$ cat config.mk
export PLATFORM = sky130hd
export DESIGN_NAME = pixel_streamer
export DESIGN_NICKNAME = d
export VERILOG_FILES = /design/src/rtl/pixel_streamer.sv
export SDC_FILE = /design/constraint.sdc
export NUM_CORES = 1
export LEC_CHECK = 0
export ABC_AREA = 0
export CORE_ASPECT_RATIO = 1.1
export CORE_UTILIZATION = 40
export CTS_CLUSTER_SIZE = 30
export DETAILED_ROUTE_END_ITERATION = 16
export PLACE_DENSITY = 0.7
export SLEW_MARGIN = 30
export SYNTH_ARGS = -nofsm -noshare
export SYNTH_HDL_FRONTEND = slang
export SYNTH_SLANG_ARGS = --single-unit
$ cat constraint.sdc
create_clock -name clk -period 3 [get_ports clk]
set_input_delay 0.3 -clock clk [delete_from_list [all_inputs] [get_ports clk]]
set_output_delay 0.3 -clock clk [all_outputs]
set_load 0.01 [all_outputs]
$ cat src/rtl/pixel_streamer.sv
// pixel_streamer: fetches one image line from memory per VGA line trigger and
// streams it out as {R,G,B} pixels. The line base advances with an adder, so
// no row*H_SIZE multiply is needed.
// Handshake: there is no backpressure. mem_addr is issued each streaming cycle,
// mem_data is taken exactly one cycle later, and raw_rgb/pixel_valid follow one
// cycle after that.
module pixel_streamer #(
  parameter int H_SIZE  = 607,
  parameter int V_SIZE  = 455,
  parameter int X_OFSET = 290,
  parameter int Y_OFSET = 10
) (
  input  logic        clk,
  input  logic        reset,
  input  logic [10:0] hc,
  input  logic [10:0] vc,
  output logic [18:0] mem_addr,
  input  logic [17:0] mem_data,
  output logic        synch_pulse,
  output logic [17:0] raw_rgb,
  output logic        pixel_valid,
  output logic        frame_done,
  output logic [1:0]  dbg_state
);

  typedef enum logic [1:0] {
    WAIT_FRAME = 2'd0,
    WAIT_LINE  = 2'd1,
    STREAM     = 2'd2,
    DONE       = 2'd3
  } state_t;

  localparam int COL_W = (H_SIZE > 2) ? $clog2(H_SIZE) : 1;
  localparam int ROW_W = $clog2(V_SIZE + 1);

  localparam logic [10:0]      TRIG_HC  = 11'(X_OFSET - 2);
  localparam logic [10:0]      Y_LO     = 11'(Y_OFSET);
  localparam logic [10:0]      Y_HI     = 11'(Y_OFSET + V_SIZE - 1);
  localparam logic [COL_W-1:0] LAST_COL = COL_W'(H_SIZE - 1);
  localparam logic [ROW_W-1:0] LAST_ROW = ROW_W'(V_SIZE - 1);
  localparam logic [18:0]      H_STEP   = 19'(H_SIZE);

  state_t            state_q, state_d;
  logic [COL_W-1:0]  col_q, col_d;
  logic [ROW_W-1:0]  row_q, row_d;
  logic [18:0]       base_q, base_d;
  logic [18:0]       addr_q, addr_d;
  logic              rd_v_q, rd_v_d;
  logic              synch_q, synch_d;
  logic [17:0]       raw_q, raw_d;
  logic              pv_q, pv_d;
  logic              done_p1_q, done_p1_d;
  logic              done_p2_q, done_p2_d;
  logic              fdone_q, fdone_d;

  logic frame_start;
  logic trigger;
  logic end_last;

  assign frame_start = (hc == 11'd0) && (vc == 11'd0);
  assign trigger     = (state_q == WAIT_LINE) && (hc == TRIG_HC) &&
                       (vc >= Y_LO) && (vc <= Y_HI);

  // Next-state, address generation and output pipeline computation
  always_comb begin
    state_d  = state_q;
    col_d    = col_q;
    row_d    = row_q;
    base_d   = base_q;
    addr_d   = addr_q;
    rd_v_d   = 1'b0;
    synch_d  = 1'b0;
    end_last = 1'b0;

    if (frame_start) begin
      // Frame start wins from any state and aborts an in-flight line.
      state_d = WAIT_LINE;
      col_d   = '0;
      row_d   = '0;
      base_d  = '0;
      addr_d  = '0;
    end else begin
      case (state_q)
        WAIT_LINE: begin
          if (trigger) begin
            // Trigger cycle issues pixel 0 (mem_addr already holds line base).
            rd_v_d  = 1'b1;
            synch_d = 1'b1;
            addr_d  = addr_q + 19'd1;
            col_d   = COL_W'(1);
            state_d = STREAM;
          end
        end
        STREAM: begin
          rd_v_d = 1'b1;
          if (col_q == LAST_COL) begin
            base_d = base_q + H_STEP;
            row_d  = row_q + ROW_W'(1);
            col_d  = '0;
            if (row_q == LAST_ROW) begin
              // Keep the final address so it never runs past the image.
              state_d  = DONE;
              end_last = 1'b1;
            end else begin
              // Preload the next base so it is on mem_addr at the next trigger.
              state_d = WAIT_LINE;
              addr_d  = base_q + H_STEP;
            end
          end else begin
            col_d  = col_q + COL_W'(1);
            addr_d = addr_q + 19'd1;
          end
        end
        default: ;
      endcase
    end

    pv_d      = rd_v_q && !frame_start;
    raw_d     = pv_d ? mem_data : 18'd0;
    done_p1_d = end_last;
    done_p2_d = done_p1_q && !frame_start;
    fdone_d   = done_p2_q && !frame_start;
  end

  // All state and outputs registered; synchronous active-low reset
  always_ff @(posedge clk) begin
    if (!reset) begin
      state_q   <= WAIT_FRAME;
      col_q     <= '0;
      row_q     <= '0;
      base_q    <= '0;
      addr_q    <= '0;
      rd_v_q    <= 1'b0;
      synch_q   <= 1'b0;
      raw_q     <= '0;
      pv_q      <= 1'b0;
      done_p1_q <= 1'b0;
      done_p2_q <= 1'b0;
      fdone_q   <= 1'b0;
    end else begin
      state_q   <= state_d;
      col_q     <= col_d;
      row_q     <= row_d;
      base_q    <= base_d;
      addr_q    <= addr_d;
      rd_v_q    <= rd_v_d;
      synch_q   <= synch_d;
      raw_q     <= raw_d;
      pv_q      <= pv_d;
      done_p1_q <= done_p1_d;
      done_p2_q <= done_p2_d;
      fdone_q   <= fdone_d;
    end
  end

  assign mem_addr    = addr_q;
  assign synch_pulse = synch_q;
  assign raw_rgb     = raw_q;
  assign pixel_valid = pv_q;
  assign frame_done  = fdone_q;
  assign dbg_state   = state_q;

endmodule
Word-level counts from Yosys, hierarchy flattened. Cells that the tools add are included.

Register bits: 83. Bits of input ports: 42. Output and inout port bits: 42. Logic and storage cells: 69.

$add $sub $neg: 4. Magnitude comparators: 2. Equal/unequal tests: 10. Multiplexer cells: 15. Bitwise gates (word level): 4. Reductions and logical operators: 21.

Operators by type and width (number): 19-bit 2-to-1 mux (3); 19-bit case mux with 2 select lines (1); 11-bit logical NOT (2); 10-bit 2-to-1 mux (2); 10-bit case mux with 2 select lines (1); 19-bit by 1-bit adder with 19-bit output (second input constant) (1); 19-bit by 10-bit adder with 19-bit output (second input constant) (1); 11-bit by 9-bit == test with 1-bit output (second input constant) (1); 11-bit by 4-bit greater-or-equal comparator with 1-bit output (second input constant) (1); 11-bit by 9-bit <= comparator with 1-bit output (second input constant) (1); 10-bit by 1-bit adder with 10-bit output (second input constant) (1); 10-bit == test (second input constant) (1); 9-bit by 1-bit adder with 9-bit output (second input constant) (1); 9-bit == test (second input constant) (1); 3-bit inequality test (second input constant) (3); 3-bit AND reduction (3); 1-bit logical AND (7); 2-bit 2-to-1 mux (3); 2-bit AND reduction (3); 2-bit inequality test (second input constant) (2); 1-bit NOT (4); 2-bit case mux with 2 select lines (1); 4-bit OR reduction (1); 1-bit 2-to-1 mux (3); other kinds (8) (8).

Depth between registers and ports, before layout. Gate-level depths: netlist (run 1).

Depth in word-level cells: 7. Mapped depth: 10. Depth with buffers taken out: 8.

Worst setup path before layout (run 1). OpenSTA, ideal clock, no wires.

Path type: input -> register. From: input vc[0]. To: register addr_q[9], in the netlist mem_addr[9]. Setup time: 0.132 ns. Arrival: 1.899 ns. Data required time: 2.868 ns. Slack: 0.969 ns. Stages on the path: 7. Buffers on the path: 1. Path through: o41a_1 o2111a_1 o31ai_4 nand2_1 buf_2 a211oi_1 nor3_2.

Longest elaborated chain between the ends: 5. Elaborated cells on any way between the ends: 9. Those cells by class: 2 x order compare; 1 x eq/ne; 6 x reduce/logical.

RTL lines: start, declared (line 16) `input logic [10:0] vc,`; 11-bit by 4-bit greater-or-equal comparator with 1-bit output (line 62) `(vc >= Y_LO) && (vc <= Y_HI);`; 1-bit logical AND (line 61) `assign trigger = (state_q == WAIT_LINE) && (hc == TRIG_HC) &&`; 1-bit logical AND (line 62); 2-bit inequality test (no line); 3-bit AND reduction (no line); end signal, assigned (line 145) `addr_q <= addr_d;`; end, declared (line 47) `logic [18:0] addr_q, addr_d;`.

Several ways; a longest one is shown, not always the timed one. A chain may end at the register's enable or synchronous reset.

Final worst setup path (run 1).
From: register state_q[0], in the netlist dbg_state[0]. To: register addr_q[10], in the netlist mem_addr[10].

Longest elaborated chain between the ends: 6. Elaborated cells on any way between the ends: 10. Those cells by class: 4 x eq/ne; 1 x mux; 5 x reduce/logical.

RTL lines: start, declared (line 43) `state_t state_q, state_d;`; start signal, assigned (line 141) `state_q <= state_d;`; 2-bit by 1-bit == test with 1-bit output (line 61, 83); 1-bit logical AND (2 in a row) (line 61); 1-bit logical AND (line 62); 2-bit inequality test (no line); 3-bit AND reduction (no line).

Several ways; a longest one is shown, not always the timed one.

==> impl_results.md, run 1 <==
- Status: finished clean
- Post-synth EDFFs: 0
- Final hold violations: 0
- Vias: between 3000 and 4000
- Main combinational cell family by area after synthesis: simple AND/OR/NAND/NOR gates
- Critical Path Sink Type: register
- Vias in the first global route: about 3500
- Initial Util: between 40% and 50%
- Root buf cell: clkbuf_8
- Clock sinks: 83
- VDD IR-drop max: 0.185 mV
- Routability Congestion: 0.845
- Avg Cell Area, Syn: approximately 8.4 um^2
- Non-filler cells in the finished layout: 689
- Inst Count DP: around 670
- Largest net degree at the start of global routing: between 40 and 50
- Area leader, netlist: dfxtp_1
- Fraction of layout instances using a drive strength above 1: about 6.5%
- CTS tree: built
- Share of the synthesized area in the top cell type: roughly two fifths
- Worst setup path class: reg -> reg
- Minimum clock period after layout: approximately 2400 ps
- Post-synthesis adder-cell area fraction: 2.44%
- Post-synth ARST share: 0%
- Mux contribution to synthesized area: 0%
- # H-tree levels: 3
- Max-slew headroom: 61.5%
- Post-DRT Antenna Nets: 0
- Number of DRC markers in iteration 0: approximately 110
- Die area: ~11000 um^2
- Area delta synth->final: 27.8%
- PostCTS Resize Cnt: 0
- Max FO, Critical Path: 44
- Final HPWL DP: between 6000 and 7000 um
- Compound-Gate Fraction of Synth Area: about 15%
- Site Rows: 38
- Post-Route WL: between 9000 and 10000 um
- Fin nets: ~610
- Mapped Nets: roughly 540
- Port Buffers: slightly above 80
- CP required: roughly 3300 ps
- Cts bufs inserted: 9
- Hold_buf cts: 0
- RSZ-0062 raised after global routing: no
- Syn Inst Count: between 400 and 500
- Post CTS Setup Buffer Count: 0
- Routed length per instance: 14.4 um
- Ports: 84
- Die height: 108 um
- Final setup margin: about 600 ps
- Dpl ws: roughly 240 ps
- Max_cap viols: 0
- Clock latency on the worst-skew pair: roughly 370 ps
- Crit share post-route: about 80%
- GRT Total Usage: between 10% and 20%
- Post-Synth Simple-Gate Area: roughly 29%
- First-pass DRT Iterations: 4
- Reg clk slew, reported paths: 90 ps
- Largest cells by area after synthesis: dfxtp_1 40%, and3_1 5.2%, xor2_1 5.1%
- Initial antenna violation count: 0
- Worst setup SP type: register
- Pwr per Cell Area: around 380 nW/um^2
- Leak: between 1.5 and 2 nW
- Arrival time worst endpoint: approximately 2700 ps
- N_diodes: 0
- Hold WC Path Type: reg -> reg
- Synth cell types: 58
- Core Region: around 9900 um^2
- # DRC: 0
- Synth Register Bits: between 80 and 90
- Overflow after GRT: 0
- Die X: 98.6 um
- Slew Limit Fails: 0
- TNS Setup: 0 ps
- Max Fclk: ~420 MHz
- Worst slew pin tran: approximately 580 ps
- Vias per inst: about 5.5
- Post-Syn Area: between 4000 and 5000 um^2
- Final setup fails: 0
- First-pass GRT wire length: between 15000 and 20000 um
- Xor/xnor cell area share of the yosys netlist: 9.38%
- Synth Warn #: 0
- Primary FF master, synth: dfxtp_1
- Register area share after synthesis: roughly 40%
- Clock Path Buffers: 2
- Clock Skew: around 13 ps
stage by stage:
step                total power [mW]  utilization (%)  hold slack, ps  area [um^2]
floorplan                       1.15                -             437         4110
global placement                1.21             50.9             446         5060
detailed placement              1.21             50.9             444         5060
CTS                             2.01             52.8             466         5250
global route                    2.06             52.8             485         5250
finish                          1.99             52.8             464         5250
worst max-delay path, cell delays in order (launching register included):
cell and delay, ps:
dfxtp_1 380, inv_1 60, ha_1 300, and4b_1 240, and3_1 280, buf_12 220, a21oi_4 470, nand2_1 180
o22ai_1 200
final cells by class:
| type | instances | area, um^2 |
|---|---|---|
| inverters | 10 | 37.5 |
| flip-flops and latches | 83 | 1660 |
| clock inverters | 7 | 68.8 |
| repair buffers | 94 | 926 |
| clock buffers | 9 | 124 |
| well taps | 120 | 150 |
| multi-input cells | 366 | 2280 |
| fillers | 904 | 4690 |
placed cells by master (no fill, tap or decap), drive strengths merged, types with 3 or more instances in the layout:
master	netlist	final
dfxtp	83	83
clkdlybuf4s50	0	83
nor2	54	54
nand2	36	36
and3	34	34
a21oi	28	28
o21ai	25	25
xor2	24	24
xnor2	20	20
nand3	19	19
nor3	18	18
nand4	16	16
inv	10	14
buf	10	11
clkbuf	19	9
and2	8	8
ha	8	8
nor4	8	8
or3	6	6
a211oi	6	6
nand2b	5	5
and4	5	5
o21a	4	4
o31ai	4	4
o22ai	3	3
per-layer routing:
layer  vias to the layer above  global-route usage, %  part of all wire [%]
li1                       1888                      -                     -
met1                      1742                   23.4                    45
met2                       116                   32.3                    48
met3                        23                   3.30                   5.2
met4                         0                   9.38                   2.4
met5                         -                      0                     0
worst paths after layout:
kind,startpoint,endpoint,depth (start not counted),slack [ps]
hold reg to reg,done_p1_q$_SDFF_PP0_,done_p2_q$_SDFF_PN0_,1,460
hold / removal,done_p1_q$_SDFF_PP0_,done_p2_q$_SDFF_PN0_,1,460
setup reg to reg,dbg_state[0]$_SDFFE_PN0P_,mem_addr[10]$_SDFFE_PP0P_,8,600
setup / recovery,dbg_state[0]$_SDFFE_PN0P_,mem_addr[10]$_SDFFE_PP0P_,8,600
where the power goes:
group / switching, mW / leakage [nW] / total (mW) / internal (mW)
Clock: 0.473 / 0.0933 / 0.798 / 0.325
Combinational: 0.0328 / 1.19 / 0.0868 / 0.0540
Sequential: 0.00000000813 / 0.668 / 1.10 / 1.10
logic make-up (layout without fill, tap and decap cells):
family,count (synthesis),count (layout)
AO/OA/AOI/OAI,92,92
XOR/XNOR,44,44
flip-flops,83,83
buffers and inverters,39,120
AND/OR/NAND/NOR,222,222
adder cells (fa/ha/maj),8,8
Yosys cell counts, types with 4 or more instances:
master,number
o21ai_1,7
nand4_1,16
clkbuf_1,19
nor4_1,7
buf_2,7
nand2b_1,5
xnor2_1,20
and4_1,5
or3_1,6
a21oi_1,27
and2_1,8
nor2_1,54
and3_1,34
nand2_1,36
ha_1,8
o21a_1,4
a211oi_1,5
dfxtp_1,83
nand3_1,19
xor2_1,24
inv_1,10
o21ai_0,18
nor3_1,15
flip-flops by register name, indices dropped and copies added (netlist names):
register,count
dbg_state,2
done_p1_q,1
raw_rgb,18
pixel_valid,1
col_q,10
synch_pulse,1
base_q,19
row_q,9
done_p2_q,1
rd_v_q,1
frame_done,1
mem_addr,19
(Power assumes the default switching activity.)
==> run 2: changes to the inputs <==
- PLACE_DENSITY: 0.7 -> 0.72
- clock period: 3 -> 1.9 ns (I/O delays scaled with it)
==> impl_results.md, run 2 (synthesis results as in run 1) <==
- Status: finished with violations
- Failing checks: setup timing
- Met3 WL post-DR: between 600 and 700 um
- Cts bufs inserted: 9
- Routability Congestion: approximately 0.87
- First-pass DRT Iterations: 5
- Worst setup path class: reg -> reg
- N_diodes: 0
- Initial antenna violation count: 0
- Area occupied by multi-input gates: roughly 2800 um^2
- Leak: 2.56 nW
- First-pass GRT wire length: about 19000 um
- Critical Path Sink Type: register
- RSZ-0062 raised after global routing: yes
- DRT met1 WL: between 5000 and 6000 um
- Most frequent cells in the layout: 80 x clkdlybuf4s50_1, 78 x dfxtp_1, 73 x buf_4
- Slowest-stage cell, CP: o31a_4
- Routed length per instance: 16.3 um
- Clock sinks: 83
- Die area: 10700 um^2
- Die height: around 110 um
- Max_cap viols: 0
- Number of DRC markers in iteration 0: about 230
- Largest net degree at the start of global routing: 22
- Reg clk slew, reported paths: ~90 ps
- Clock Skew: around 11 ps
- Worst setup SP type: register
- Ports: between 80 and 90
- Most common cell after layout, fill and taps aside: clkdlybuf4s50_1
- Vias in the first global route: just over 4000
- Worst slew pin tran: 424 ps
- Final setup fails: 29
- Hold WC Path Type: in -> reg
- Pwr per Cell Area: about 480 nW/um^2
- Final core occ: between 60% and 70%
- Highest metal used: met4
- WL met2: about 6500 um
- Fin nets: 700
- FF+latch area: around 1700 um^2
- CTS tree: built
- Worst path top cell family by delay: compound AO/OA/AOI/OAI gates
- Buffers and inverters on the worst path: 3
- Max FO, Critical Path: 8
- Site Rows: 38
- Initial Util: about two fifths
- Final setup margin: -159 ps
- GRT Total Usage: 22.1%
- Post-Route WL: around 13000 um
- # DRC: 0
- DP Area: between 5000 and 6000 um^2
- Overflow after GRT: 0
- Die X: 98.6 um
- TNS Setup: -2640 ps
- Core Region: 9940 um^2
- Post-route cell area: ~6500 um^2
- Root buf cell: clkbuf_8
- Arrival time worst endpoint: approximately 2400 ps
- Area delta synth->final: 58.1%
- Max-slew headroom: around 72%
- Post-DRT Antenna Nets: 0
- Pwr Total: roughly 3 mW
- Critical path, cell by cell: inv_4 > ha_4 > and3_4 > nand4_1 > o31a_4 > a21oi_4 > buf_6 > buf_16 > a21oi_1 > nor3_2
- Clock latency on the worst-skew pair: 380 ps
- Fraction of layout instances using a drive strength above 1: a little under a third
- Clock Path Buffers: 2
- Minimum clock period after layout: 2060 ps
- Slew Limit Fails: 0
- Vias per inst: approximately 5.6
- Crit share post-route: 108%
- Final hold violations: 0
- Max Fclk: between 400 and 500 MHz
- Slowest Stage Delay on Critical Path: roughly 380 ps
- Final HPWL DP: just under 8000 um
- CP required: about 2200 ps
- # H-tree levels: 3
- VDD IR-drop max: around 0.29 mV
- Vias: 4362
- Fill cells: between 700 and 800
- Port Buffers: just over 80
## run 2: power by group
group	switching, mW	internal, mW
Clock	0.710	0.486
Sequential	0.0000000230	1.73
Combinational	0.0621	0.0992
## run 2: final timing paths
check,start,end,slack [ps],cells after the start
worst max-delay path,dbg_state[1]$_SDFFE_PP0P_,mem_addr[17]$_SDFFE_PP0P_,-160,10
worst min register to register,done_p2_q$_SDFF_PN0_,frame_done$_SDFF_PN0_,470,1
worst min-delay path,mem_data[17],raw_rgb[17]$_SDFF_PN0_,400,2
worst max register to register,dbg_state[1]$_SDFFE_PP0P_,mem_addr[17]$_SDFFE_PP0P_,-160,10
## run 2: what timing repair did
item | in CTS | in global routing
resized for setup | 59 | 61
cloned | 3 | 2
buffers inserted | 12 | 8
setup endpoints to repair | 38 | 64
hold endpoints to repair | 0 | 0
hold buffers | 0 | 0
pin swaps | 19 | 38
## run 2: layout make-up
type	count	area share, %
clock buffer	10	1.96
sequential	83	25.8
timing repair buffer	178	26.2
clock inverter	6	0.751
tap	120	2.31
multi-input combinational	368	42.4
inverter	10	0.655
## run 2: through the flow
stage	instances	hold WS (ps)	setup slack [ps]
floorplan	488	336	-25.9
global placement	736	443	-525
detailed placement	736	445	-614
CTS	766	392	-147
global route	775	400	-252
finish	775	401	-159
## run 2: layer usage
| layer | vias to the layer above | track usage [%] |
|---|---|---|
| li1 | 2073 | - |
| met1 | 2109 | 25.6 |
| met2 | 152 | 38.5 |
| met3 | 28 | 4.40 |
| met4 | 0 | 11.8 |
| met5 | - | 0 |
==> RTL change (flow settings as in run 2) <==
Set the parameter `V_SIZE` to 227 (it was 455).
--- a/src/rtl/pixel_streamer.sv
+++ b/src/rtl/pixel_streamer.sv
@@ -7,5 +7,5 @@
 module pixel_streamer #(
   parameter int H_SIZE  = 607,
-  parameter int V_SIZE  = 455,
+  parameter int V_SIZE  = 227,
   parameter int X_OFSET = 290,
   parameter int Y_OFSET = 10
Behaviour: not the same (Yosys sat finds a counterexample within 4 cycles, from zero or initial values and one cycle with reset low).
==> RTL change against run 2 <==
The run still ends with negative setup slack left; count of clock-buffer cells in the layout grew 2; total power grew 7.8%; sequential cell count shrank 1; sequential share of layout area grew 1.2 points; hold slack gained 20 ps; synthesized area shrank 0.70%; wire length shrank 7.2%; final area shrank 5.5%; clock skew grew 4.1 ps; worst setup slack gained 74 ps; highest routed layer unchanged.
==> RTL change: results (changes against run 2) <==
* HPWL Detailed at 8.38 mm (was 7.95 mm)
* Slew @ Worst Pin at 490 ps (was 424 ps)
* Layout cell share with drive strength beyond 1 at 0.256 (was 0.308)
* Setup violations, final at 5 (was 29)
* Avg Cell Area, Syn at 8.41 sq um (was 8.42 sq um)
* Outcome: finished, violations left (unchanged)
* Vias after detailed routing at 4190 (was 4362)
* CP max FO at 7 (was 8)
* Arrival @ worst endpoint at 2260 ps (was 2370 ps)
* Worst ir drop on vdd at 0.387 mV (was 0.286 mV)
* Failing checks: negative setup slack (unchanged)
* Worst Reg-to-Reg Cells at 9 (was 10)
* Setup slack after layout at -84.8 ps (was -159 ps)
* Mux contribution to synthesized area at 0.00245 (was 0)
* GRT Total Usage at 0.223 (was 0.221)
* RePlAce Congestion at 0.874 (was 0.873)
* Lkg Pwr at 2.25 nW (was 2.56 nW)
* Vias in the first global route at 4068 (was 4043)
* Synth Area in Compound Gates at 0.165 (was 0.151)
* Drt first pass iters at 6 (was 5)
* WL per Instance at 15.4 microns (was 16.3 microns)
* Final #Nets at 686 (was 700)
* Slowest stage delay, CP at 360 ps (was 380 ps)
* Vias per cell at 5.51 (was 5.63)
* Global-route wire length before repair at 19.0 mm (was 18.7 mm)
* Final setup TNS at -223 ps (was -2640 ps)
* R2R Setup Slk at -80 ps (was -160 ps)
* Max Clock Skew at 15.4 ps (was 11.3 ps)
[RTL change: cell count changes in the layout (fill, tap and decap cells not counted), sizes merged, moves of 4 or more]
| cell | change |
|---|---|
| buf | -12 |
| nand2 | +12 |
| and3 | -8 |
| xor2 | -6 |
| a31oi | +4 |
| and4 | -4 |
[RTL change: worst reg2reg max path, stage by stage (launching register included)]
cell and delay [ps]:
dfxtp_2 340, inv_2 70, ha_4 130, nand3_2 70
a21o_1 210, o31ai_4 340, buf_4 190, nand2_4 90
or3_1 360, a31oi_1 130
[RTL change: metrics by stage]
stage	setup slack, ps	hold slack [ps]	area [sq um]
finish	-84.8	421	6140
global placement	-334	412	5570
global route	-157	412	6140
CTS	-33.4	409	5870
floorplan	-13.8	314	4110
detailed placement	-366	419	5570
[RTL change: worst min path at each step]
stage | from | end | slack (ps)
6_report | mem_data[11] | raw_rgb[11] | 420
5_1_grt | mem_data[14] | raw_rgb[14] | 410
2_1_floorplan | reset | dbg_state[0] | 310
4_1_cts | mem_data[13] | raw_rgb[13] | 410
3_5_place_dp | done_p2_q | frame_done | 420
3_3_place_gp | done_p1_q | done_p2_q | 410
[RTL change: routing by layer]
layer,vias to the layer above,track usage,share of wire
met3,22,0.0383,0.043
met2,126,0.387,0.50
met5,-,0,0
met1,1997,0.273,0.43
met4,0,0.0949,0.022
li1,2045,-,-
[RTL change: cell type report]
cell class | instances | area, sq um
multi-input combinational | 367 | 2550
clock inverter | 4 | 55.1
timing repair buffer | 165 | 1510
inverter | 11 | 41.3
fill | 836 | 3750
clock buffer | 12 | 176
sequential | 82 | 1660
tap | 120 | 150
[RTL change: power by group]
group / internal (mW) / switching, mW
Combinational: 0.110 / 0.0690
Clock: 0.767 / 0.663
Sequential: 1.72 / 0.00504
Total: 2.59 / 0.737
